<file path="src/rtl/pc_pkg.sv">
// Shared types and constants for the PC / fetch-control stage.
package pc_pkg;

    typedef logic [31:0] pc_t;

    localparam pc_t RESET_VEC = 32'h8000_0000;
    localparam pc_t IRQ_VEC   = 32'h8000_0004;
    localparam pc_t EXC_VEC   = 32'h8000_0008;

    localparam logic [1:0] PCSRC_SEQ = 2'd0;
    localparam logic [1:0] PCSRC_BR  = 2'd1;
    localparam logic [1:0] PCSRC_J   = 2'd2;
    localparam logic [1:0] PCSRC_JR  = 2'd3;

endpackage

</file>
<file path="src/rtl/pc_fetch_unit_if.sv">
// Control/status bundle between the core (decoder, ALU, regfile) and the fetch unit.
interface pc_fetch_unit_if;
    import pc_pkg::*;

    logic [1:0]  pc_src;
    logic        branch_taken;
    logic [15:0] imm16;
    logic [25:0] jtarget;
    pc_t         jr_addr;
    logic        illop;
    logic        irq;

    pc_t         pc;
    pc_t         pc_plus4;
    logic        squash;
    logic        xp_we;
    pc_t         xp_data;
    logic        kernel;
    // Latched interrupt request; tied low when latching is compiled out.
    logic        irq_pending;

    modport master (
        output pc_src, branch_taken, imm16, jtarget, jr_addr, illop, irq,
        input  pc, pc_plus4, squash, xp_we, xp_data, kernel, irq_pending
    );

    modport slave (
        input  pc_src, branch_taken, imm16, jtarget, jr_addr, illop, irq,
        output pc, pc_plus4, squash, xp_we, xp_data, kernel, irq_pending
    );

endinterface

</file>
<file path="src/rtl/pc_next_mux.sv">
// Combinational next-PC target computation and priority select
// (exception > interrupt > pc_src). Reset is applied at the PC register.
module pc_next_mux
    import pc_pkg::*;
#(
    parameter pc_t IRQ_VEC_P = pc_pkg::IRQ_VEC,
    parameter pc_t EXC_VEC_P = pc_pkg::EXC_VEC
) (
    input  pc_t         pc,
    input  logic [1:0]  pc_src,
    input  logic        branch_taken,
    input  logic [15:0] imm16,
    input  logic [25:0] jtarget,
    input  pc_t         jr_addr,
    input  logic        exc,
    input  logic        irq_take,
    output pc_t         pc_plus4,
    output pc_t         next_pc
);

    logic [30:0] low_plus4;
    pc_t         br_sum;
    pc_t         br_target;
    pc_t         j_target;

    // Only the low 31 bits increment; the kernel bit never carries.
    assign low_plus4 = pc[30:0] + 31'd4;
    assign pc_plus4  = {pc[31], low_plus4};

    assign br_sum    = pc_plus4 + {{14{imm16[15]}}, imm16, 2'b00};
    assign br_target = {pc[31], br_sum[30:0]};
    assign j_target  = {pc[31:28], jtarget, 2'b00};

    always_comb begin
        next_pc = pc_plus4;
        if (exc) begin
            next_pc = EXC_VEC_P;
        end else if (irq_take) begin
            next_pc = IRQ_VEC_P;
        end else begin
            case (pc_src)
                PCSRC_SEQ: next_pc = pc_plus4;
                PCSRC_BR:  next_pc = branch_taken ? br_target : pc_plus4;
                PCSRC_J:   next_pc = j_target;
                PCSRC_JR:  next_pc = jr_addr;
                default:   next_pc = pc_plus4;
            endcase
        end
    end

endmodule

</file>
<file path="src/rtl/pc_fetch_unit.sv">
// PC register, kernel bit, interrupt/exception entry and $26 writeback.
// Optional build macro IRQ_LATCH_EN: edge-latched interrupt requests.
module pc_fetch_unit #(
    parameter pc_pkg::pc_t RESET_VEC = pc_pkg::RESET_VEC,
    parameter pc_pkg::pc_t IRQ_VEC   = pc_pkg::IRQ_VEC,
    parameter pc_pkg::pc_t EXC_VEC   = pc_pkg::EXC_VEC
) (
    input  logic             clk,
    input  logic             reset,
    pc_fetch_unit_if.slave   bus
);
    import pc_pkg::*;

    pc_t  pc_q;
    pc_t  next_pc;
    pc_t  pc_plus4;
    logic kernel;
    logic irq_active;
    logic exc;
    logic irq_take;
    logic event_taken;

    assign kernel = pc_q[31];

    // Reset masks both entry events so squash/xp_we stay low while it is high.
    assign exc         = bus.illop & ~reset;
    assign irq_take    = irq_active & ~kernel & ~bus.illop & ~reset;
    assign event_taken = exc | irq_take;

`ifdef IRQ_LATCH_EN
    logic pending_q;
    logic irq_q;

    always_ff @(posedge clk) begin
        if (reset) begin
            pending_q <= 1'b0;
            irq_q     <= 1'b0;
        end else begin
            irq_q <= bus.irq;
            if (irq_take) begin
                pending_q <= 1'b0;
            end else if (bus.irq && !irq_q) begin
                pending_q <= 1'b1;
            end
        end
    end

    assign irq_active      = pending_q;
    assign bus.irq_pending = pending_q;
`else
    assign irq_active      = bus.irq;
    assign bus.irq_pending = 1'b0;
`endif

    pc_next_mux #(
        .IRQ_VEC_P (IRQ_VEC),
        .EXC_VEC_P (EXC_VEC)
    ) u_next_mux (
        .pc           (pc_q),
        .pc_src       (bus.pc_src),
        .branch_taken (bus.branch_taken),
        .imm16        (bus.imm16),
        .jtarget      (bus.jtarget),
        .jr_addr      (bus.jr_addr),
        .exc          (exc),
        .irq_take     (irq_take),
        .pc_plus4     (pc_plus4),
        .next_pc      (next_pc)
    );

    always_ff @(posedge clk) begin
        if (reset) begin
            pc_q <= RESET_VEC;
        end else begin
            pc_q <= next_pc;
        end
    end

    assign bus.pc       = pc_q;
    assign bus.pc_plus4 = pc_plus4;
    assign bus.kernel   = kernel;
    assign bus.squash   = event_taken;
    assign bus.xp_we    = event_taken;
    // On entry $26 gets the squashed instruction's PC so jr $26 re-executes it.
    assign bus.xp_data  = event_taken ? pc_q : pc_plus4;

endmodule
</file>
<file path="src/flat_wrapper.sv">
// flat-port wrapper written by rule: the top's interface ports become plain ports
module pc_fetch_unit_flat import pc_pkg::*;
#(
    parameter pc_pkg::pc_t RESET_VEC = pc_pkg::RESET_VEC,
    parameter pc_pkg::pc_t IRQ_VEC   = pc_pkg::IRQ_VEC,
    parameter pc_pkg::pc_t EXC_VEC   = pc_pkg::EXC_VEC
)
  (clk, reset, bus_pc_src, bus_branch_taken, bus_imm16, bus_jtarget, bus_jr_addr, bus_illop, bus_irq, bus_pc, bus_pc_plus4, bus_squash, bus_xp_we, bus_xp_data, bus_kernel, bus_irq_pending);
  pc_fetch_unit_if bus_i ();
  input  logic clk;
  input  logic reset;
  input wire logic [$bits(bus_i.pc_src)-1:0] bus_pc_src;
  input wire logic [$bits(bus_i.branch_taken)-1:0] bus_branch_taken;
  input wire logic [$bits(bus_i.imm16)-1:0] bus_imm16;
  input wire logic [$bits(bus_i.jtarget)-1:0] bus_jtarget;
  input wire logic [$bits(bus_i.jr_addr)-1:0] bus_jr_addr;
  input wire logic [$bits(bus_i.illop)-1:0] bus_illop;
  input wire logic [$bits(bus_i.irq)-1:0] bus_irq;
  output wire logic [$bits(bus_i.pc)-1:0] bus_pc;
  output wire logic [$bits(bus_i.pc_plus4)-1:0] bus_pc_plus4;
  output wire logic [$bits(bus_i.squash)-1:0] bus_squash;
  output wire logic [$bits(bus_i.xp_we)-1:0] bus_xp_we;
  output wire logic [$bits(bus_i.xp_data)-1:0] bus_xp_data;
  output wire logic [$bits(bus_i.kernel)-1:0] bus_kernel;
  output wire logic [$bits(bus_i.irq_pending)-1:0] bus_irq_pending;
  assign bus_i.pc_src = bus_pc_src;
  assign bus_i.branch_taken = bus_branch_taken;
  assign bus_i.imm16 = bus_imm16;
  assign bus_i.jtarget = bus_jtarget;
  assign bus_i.jr_addr = bus_jr_addr;
  assign bus_i.illop = bus_illop;
  assign bus_i.irq = bus_irq;
  assign bus_pc = bus_i.pc;
  assign bus_pc_plus4 = bus_i.pc_plus4;
  assign bus_squash = bus_i.squash;
  assign bus_xp_we = bus_i.xp_we;
  assign bus_xp_data = bus_i.xp_data;
  assign bus_kernel = bus_i.kernel;
  assign bus_irq_pending = bus_i.irq_pending;
  pc_fetch_unit #(.RESET_VEC(RESET_VEC), .IRQ_VEC(IRQ_VEC), .EXC_VEC(EXC_VEC)) u_core (.clk(clk), .reset(reset), .bus(bus_i));
endmodule
</file>
<file path="config.mk">
export PLATFORM = sky130hd
export DESIGN_NAME = pc_fetch_unit_flat
export DESIGN_NICKNAME = d
export VERILOG_FILES = /design/src/rtl/pc_pkg.sv /design/src/rtl/pc_fetch_unit_if.sv /design/src/rtl/pc_next_mux.sv /design/src/rtl/pc_fetch_unit.sv /design/src/flat_wrapper.sv
export SDC_FILE = /design/constraint.sdc
export NUM_CORES = 1
export LEC_CHECK = 0
export CELL_PAD_IN_SITES_DETAIL_PLACEMENT = 1
export CELL_PAD_IN_SITES_GLOBAL_PLACEMENT = 1
export CORE_MARGIN = 10
export CORE_UTILIZATION = 33
export DETAILED_ROUTE_END_ITERATION = 6
export MAX_ROUTING_LAYER = met4
export PLACE_DENSITY_LB_ADDON = 0.25
export SLEW_MARGIN = 25
export SYNTH_ARGS = -nofsm -noshare
export SYNTH_HDL_FRONTEND = slang
export SYNTH_SLANG_ARGS = --single-unit
</file>
<file path="constraint.sdc">
create_clock -name clk -period 8.23 [get_ports clk]
set_clock_uncertainty 0.15 [all_clocks]
set_input_delay 0.823 -clock clk [delete_from_list [all_inputs] [get_ports clk]]
set_output_delay 0.823 -clock clk [all_outputs]
set_load 0.01 [all_outputs]
</file>
==> results.json, run 1 <==
{
  "outcome": "finished, final reports clean",
  "cp.arrival_ns": 4.86,
  "slew_violations": 0,
  "synth.ff_latch_count": 32,
  "crit_path_end_kind": "flop",
  "clock-sinks": 32,
  "grt_first_pass_wirelength_um": 29600,
  "fillCellCount": 1546,
  "final_area_mm2": 0.00624,
  "powerDensity_mw_per_mm2": 114,
  "dpl_cell_area_mm2": 0.00606,
  "fin_tns_setup_ns": 0,
  "design.core.area_mm2": 0.0126,
  "grt_start_max_net_pins": 63,
  "synth_top_area_share_pct": 15.2,
  "path_clk_slew_ns": 0.05,
  "utilization_pct": 49.7,
  "first_global_vias": 5178,
  "syn2layout_area_growth_pct": 48.2,
  "floorplan.die.height_um": 133,
  "critPathKind": "reg -> reg",
  "setup_viol": 0,
  "gp_congestion": 0.902,
  "wl_um": 19200,
  "cts_tree": "built",
  "synth-seq-area-share_pct": 15.2,
  "synthesis.nets": 692,
  "worstSetupStartpointType": "flop",
  "initial_utilization_pct": 33.5,
  "top_level_port_count": 181,
  "fp.dieW_um": 133,
  "port-buffer-count": 179,
  "hold_slack_ns": 0.358,
  "post_synth_main_area_contributors": "sky130_fd_sc_hd__dfxtp_1, sky130_fd_sc_hd__ha_1, sky130_fd_sc_hd__xnor2_1",
  "synth.distinct_cells": 62,
  "drc": 0,
  "route.vias.total": 4887,
  "netlist_instances": 575,
  "maxSlewHeadroom_pct": 44.4,
  "grt_setup_unrepaired": "false",
  "floorplan.die_area_mm2": 0.0177,
  "cts_setup_buffers": 0,
  "synth_area_mm2": 0.00421,
  "hpwl_reported_at_the_end_of_detailed_placement_um": 15400,
  "number_of_flops_mapped_to_enable_cells_by_yosys": 0,
  "largest_reg_flops": 30,
  "cts_buffer_depth": 2,
  "cp_max_fo": 7,
  "cts_root_buffer": "sky130_fd_sc_hd__clkbuf_16",
  "synth_ff_type": "sky130_fd_sc_hd__dfxtp_1",
  "period_needed_ns": 4.83,
  "period_utilisation_layout_pct": 58.7,
  "required_ns": 8.26,
  "n_diodes": 0,
  "max-cap-violations": 0,
  "num_rows": 41,
  "final_antenna_net_count": 0,
  "drt-initial-drc-count": 248,
  "leakage_nw": 2.63,
  "clock_tree.htree_level_count": 2,
  "transition_time_at_the_pin_with_the_least_slew_margin_ns": 0.831,
  "grt_antenna_before_repair": 0,
  "routed_length_per_placed_instance_um": 21.3,
  "post_drt_via_cell_ratio": 5.43,
  "worst_hold_path_type": "reg -> reg",
  "numCtsBuffers": 5,
  "hold_viol": 0,
  "worst_skew_pair_later_pin_latency_ns": 0.28,
  "synthArstFlopShare_pct": 0,
  "gr-usage-all-layers_pct": 21.3,
  "dr.pass1.iters": 4,
  "yosys.area.top_type": "sky130_fd_sc_hd__dfxtp_1",
  "drive_above_1_share_pct": 4.95,
  "holdBufCountCts": 0,
  "synth.yosys.warnings": 0,
  "max_freq_mhz": 207,
  "finish.net_count": 844,
  "overflow_left_after_global_routing": 0,
  "design_power_total_uw": 713,
  "post_cts.resized_instances": 0,
  "vdd.ir_drop.worst_uv": 73.3,
  "synthesis.area_per_instance_um2": 7.33
}
per-stage QoR:
step	cells	setup slack [ns]
3_3_place_gp	892	3.61
6_report	900	3.40
5_1_grt	900	2.86
2_1_floorplan	575	3.95
3_5_place_dp	892	3.40
4_1_cts	900	3.34
where the power goes:
part           internal, mW  switching, mW
clock network         0.159         0.0740
registers             0.163         0.0159
logic                 0.149          0.152
Yosys cell counts (all sizes together), types with 2 or more instances:
library cell and instances:
or3 3, and3 10, inv 13, a21oi 44
a31oi 6, xor2 35, a222oi 4, nor2b 6
nand4 6, o21a 3, nor3 13, a221oi 3
o21bai 8, a22oi 2, a21boi 5, mux2i 13
a21o 13, o221ai 3, o31ai 2, xnor2 42
or2 2, nand3 15, nor4 4, mux2 5
dfxtp 32, o22ai 5, o21ai 24, nor2 66
clkbuf 26, and2 4, a211oi 17, buf 11
nand2 66, ha 35, nor3b 2, a211o 3
a22o 4, nand2b 9
logic make-up after synthesis:
| group | Yosys count | share of synthesized area [%] |
|---|---|---|
| compound gates | 153 | 25.1 |
| xor+xnor | 77 | 16.0 |
| fa+ha+maj | 36 | 10.9 |
| buf+inv | 50 | 5.26 |
| flops | 32 | 15.2 |
| mux | 18 | 4.42 |
| other cells | 1 | 0.0890 |
| simple gates | 208 | 23.0 |
path summary, 6_finish.rpt:
check                        start                 to  slack (ns)  cells past startpoint
setup reg to reg  u_core.bus.pc[2]  u_core.bus.pc[30]        3.40                     16
hold / removal                flop               flop        0.36                      2
hold reg to reg               flop               flop        0.36                      2
setup / recovery  u_core.bus.pc[2]  u_core.bus.pc[30]        3.40                     16
layer usage:
metal / part of all wire (%) / global-route usage (%) / routed length (um)
met5: 0 / - / 0
met4: 1.4 / 5.32 / 259
met3: 4.1 / 2.73 / 781
met2: 50 / 36.3 / 9600
met1: 45 / 25.9 / 8540
worst max-delay path, stage by stage (launching register included):
cell and delay (ns):
sky130_fd_sc_hd__dfxtp_1 0.46, sky130_fd_sc_hd__nand3_1 0.11, sky130_fd_sc_hd__nor2_1 0.28, sky130_fd_sc_hd__nand3_1 0.30
sky130_fd_sc_hd__nor2_1 0.32, sky130_fd_sc_hd__and3_1 0.27, sky130_fd_sc_hd__xor2_1 0.35, sky130_fd_sc_hd__ha_1 0.35
sky130_fd_sc_hd__a21o_1 0.19, sky130_fd_sc_hd__a21o_1 0.19, sky130_fd_sc_hd__a2111oi_0 0.49, sky130_fd_sc_hd__nor3_1 0.16
sky130_fd_sc_hd__o41a_1 0.39, sky130_fd_sc_hd__o221ai_2 0.21, sky130_fd_sc_hd__mux2i_1 0.24, sky130_fd_sc_hd__xnor2_1 0.09
sky130_fd_sc_hd__o21a_1 0.17
cells in the final DEF (no fill, tap or decap), types with 3 or more instances in the layout:
cell type and n:
sky130_fd_sc_hd__mux2i_1 13, sky130_fd_sc_hd__a221oi_1 3, sky130_fd_sc_hd__nor2_1 64, sky130_fd_sc_hd__o22ai_1 4, sky130_fd_sc_hd__a222oi_1 4, sky130_fd_sc_hd__and3_1 10, sky130_fd_sc_hd__o21bai_1 8, sky130_fd_sc_hd__nor3_1 12
sky130_fd_sc_hd__a31oi_1 5, sky130_fd_sc_hd__dfxtp_1 32, sky130_fd_sc_hd__inv_1 13, sky130_fd_sc_hd__and2_1 4, sky130_fd_sc_hd__nand2_1 66, sky130_fd_sc_hd__nand3_1 13, sky130_fd_sc_hd__nor4_1 3, sky130_fd_sc_hd__a21boi_0 5
sky130_fd_sc_hd__clkdlybuf4s50_1 177, sky130_fd_sc_hd__o21ai_0 21, sky130_fd_sc_hd__nand4_1 6, sky130_fd_sc_hd__ha_1 35, sky130_fd_sc_hd__clkbuf_16 5, sky130_fd_sc_hd__a22o_1 4, sky130_fd_sc_hd__a211oi_1 17, sky130_fd_sc_hd__nor2b_1 5
sky130_fd_sc_hd__a211o_1 3, sky130_fd_sc_hd__nand2b_1 9, sky130_fd_sc_hd__a21o_1 13, sky130_fd_sc_hd__a21oi_1 42, sky130_fd_sc_hd__o21a_1 3, sky130_fd_sc_hd__mux2_2 5, sky130_fd_sc_hd__xor2_1 35, sky130_fd_sc_hd__o21ai_1 3
sky130_fd_sc_hd__xnor2_1 42, sky130_fd_sc_hd__buf_4 3
final cells by class:
cell class	instances	area, um2	area share (%)
tap	172	215	3.45
timing repair buffer	182	1800	28.9
sequential	32	641	10.3
multi-input combinational	493	3350	53.7
clock inverter	1	30.0	0.481
inverter	13	48.8	0.781
clock buffer	7	153	2.44
No activity file was read; power rests on OpenSTA's default activity.
==> run 2, diff against run 1 <==
--- a/config.mk
+++ b/config.mk
@@ -8,7 +8,7 @@
 export CELL_PAD_IN_SITES_DETAIL_PLACEMENT = 1
 export CELL_PAD_IN_SITES_GLOBAL_PLACEMENT = 1
 export CORE_MARGIN = 10
-export CORE_UTILIZATION = 33
+export CORE_UTILIZATION = 27
 export DETAILED_ROUTE_END_ITERATION = 6
 export MAX_ROUTING_LAYER = met4
 export PLACE_DENSITY_LB_ADDON = 0.25
==> constraint.sdc (replaced) <==
create_clock -name clk -period 4 [get_ports clk]
set_clock_uncertainty 0.15 [all_clocks]
set_input_delay 0.4 -clock clk [delete_from_list [all_inputs] [get_ports clk]]
set_output_delay 0.4 -clock clk [all_outputs]
set_load 0.01 [all_outputs]
==> results.json, run 2 (same netlist as run 1, synthesis figures left out) <==
{
  "holdBufCountCts": 0,
  "max_freq_mhz": 258,
  "hold_viol": 0,
  "grt_first_pass_wirelength_um": 32100,
  "outcome": "finished, final reports clean",
  "grt_antenna_before_repair": 0,
  "setup_viol": 0,
  "wl_um": 20600,
  "path_clk_slew_ns": 0.06,
  "fillCellCount": 1831,
  "syn2layout_area_growth_pct": 68.6,
  "place_ws_ns": -0.0239,
  "ff_latch_area_um2": 643,
  "critPathKind": "reg -> reg",
  "worst_path_dominant_cell_family": "compound AO/OA/AOI/OAI gates",
  "post_drt_via_cell_ratio": 5.08,
  "required_ns": 4.03,
  "gr-usage-all-layers_pct": 19.1,
  "hold_slack_ns": 0.374,
  "crit_path_end_kind": "flop",
  "floorplan.die.height_um": 145,
  "cp.buffers_inverters": 1,
  "cts_root_buffer": "sky130_fd_sc_hd__clkbuf_16",
  "cp_max_fo": 6,
  "numCtsBuffers": 5,
  "first_global_vias": 5590,
  "slowest_stage": "sky130_fd_sc_hd__o41a_1",
  "floorplan.die_area_mm2": 0.0210,
  "cts_tree": "built",
  "hpwl_reported_at_the_end_of_detailed_placement_um": 16900,
  "worst_path_most_repeated_cell": "sky130_fd_sc_hd__a21o_1",
  "design.core.area_mm2": 0.0153,
  "slew_violations": 0,
  "max_stage_delay_ns": 0.42,
  "total_area_of_multi_input_combinational_cells_mm2": 0.00361,
  "overflow_left_after_global_routing": 0,
  "leakage_nw": 3.03,
  "final_common_cell": "sky130_fd_sc_hd__clkdlybuf4s50_1",
  "port-buffer-count": 179,
  "powerDensity_mw_per_mm2": 208,
  "fp.dieW_um": 145,
  "clock-sinks": 32,
  "worst_skew_pair_later_pin_latency_ns": 0.28,
  "grt_setup_unrepaired": "true",
  "worstSetupStartpointType": "flop",
  "clock_tree.htree_level_count": 2,
  "period_needed_ns": 3.88,
  "initial_utilization_pct": 27.6,
  "drc": 0,
  "drt-initial-drc-count": 237,
  "vdd.ir_drop.worst_uv": 135,
  "gp_congestion": 0.919,
  "cp_cell_sequence": "buf_4, nand3_1, nor2_2, nand3_2, nor2_4, and3_4, xor2_4, ha_4, a21o_1, a21o_1, a2111oi_4, nor3_2, o41a_1, o221ai_2, mux2i_1, xnor2_1, o21a_1",
  "largest_reg_flops": 30,
  "route.vias.total": 5158,
  "transition_time_at_the_pin_with_the_least_slew_margin_ns": 0.723,
  "top_level_port_count": 181,
  "dr.pass1.iters": 6,
  "n_diodes": 0,
  "finish.net_count": 921,
  "cp.arrival_ns": 3.91,
  "timing.final.ws_setup_ns": 0.122,
  "routed_length_per_placed_instance_um": 20.3,
  "period_utilisation_layout_pct": 96.9,
  "max-cap-violations": 0,
  "worst_hold_path_type": "reg -> reg",
  "final_cell_mix": "sky130_fd_sc_hd__clkdlybuf4s50_1, sky130_fd_sc_hd__buf_4, sky130_fd_sc_hd__nand2_1",
  "drive_above_1_share_pct": 18.4,
  "maxSlewHeadroom_pct": 51.6,
  "grt_start_max_net_pins": 35,
  "cts_buffer_depth": 2,
  "num_rows": 45,
  "final_antenna_net_count": 0
}
## run 2: power by group
group | total, mW | switching [mW] | internal [mW] | leakage, nW
Clock | 0.407 | 0.159 | 0.248 | 0.0701
Sequential | 0.356 | 0.0199 | 0.336 | 0.263
Combinational | 0.715 | 0.349 | 0.366 | 2.70
## run 2: tightest hold or removal path, cell delays in order (launching register included)
cell and delay, ns:
sky130_fd_sc_hd__dfxtp_1 0.33, sky130_fd_sc_hd__nand2b_1 0.08, sky130_fd_sc_hd__a21oi_1 0.06
## run 2: area by class of cell
| type | instances | area share [%] |
|---|---|---|
| clock buffers | 7 | 2.01 |
| clock inverters | 1 | 0.106 |
| inverters | 13 | 0.687 |
| multi-input cells | 493 | 50.9 |
| flip-flops and latches | 32 | 9.05 |
| well taps | 211 | 3.72 |
| repair buffers | 259 | 33.6 |
## run 2: timing repair
item,CTS,global route
buffers inserted,1,4
setup endpoints to repair,4,10
pin swaps,1,18
gates resized for setup,5,35
## run 2: final timing paths
path,from,end,slack [ns],cells past startpoint
worst max register to register,u_core.bus.pc[2],u_core.bus.pc[30],0.12,17
worst min-delay path,flop,flop,0.37,2
worst min register to register,flop,flop,0.37,2
worst max-delay path,u_core.bus.pc[2],u_core.bus.pc[30],0.12,17
## run 2: metal layers
layer / global-route usage [%] / wire (um)
met4: 3.73 / 342
met3: 3.79 / 908
met2: 32.3 / 10200
met5: - / 0
met1: 23.0 / 9160
## run 2: through the flow
step | area, um2 | util, % | std cells | setup TNS (ns) | power, mW
3_5_place_dp | 6710 | 44.0 | 1003 | -0.0260 | 1.05
4_1_cts | 6890 | 45.1 | 1012 | 0 | 1.47
6_report | 7110 | 46.6 | 1016 | 0 | 1.48
2_1_floorplan | 4280 | - | 575 | -0.0326 | 0.705
3_3_place_gp | 6710 | 44.0 | 1003 | -0.00583 | 1.04
5_1_grt | 7110 | 46.6 | 1016 | -0.0671 | 1.56
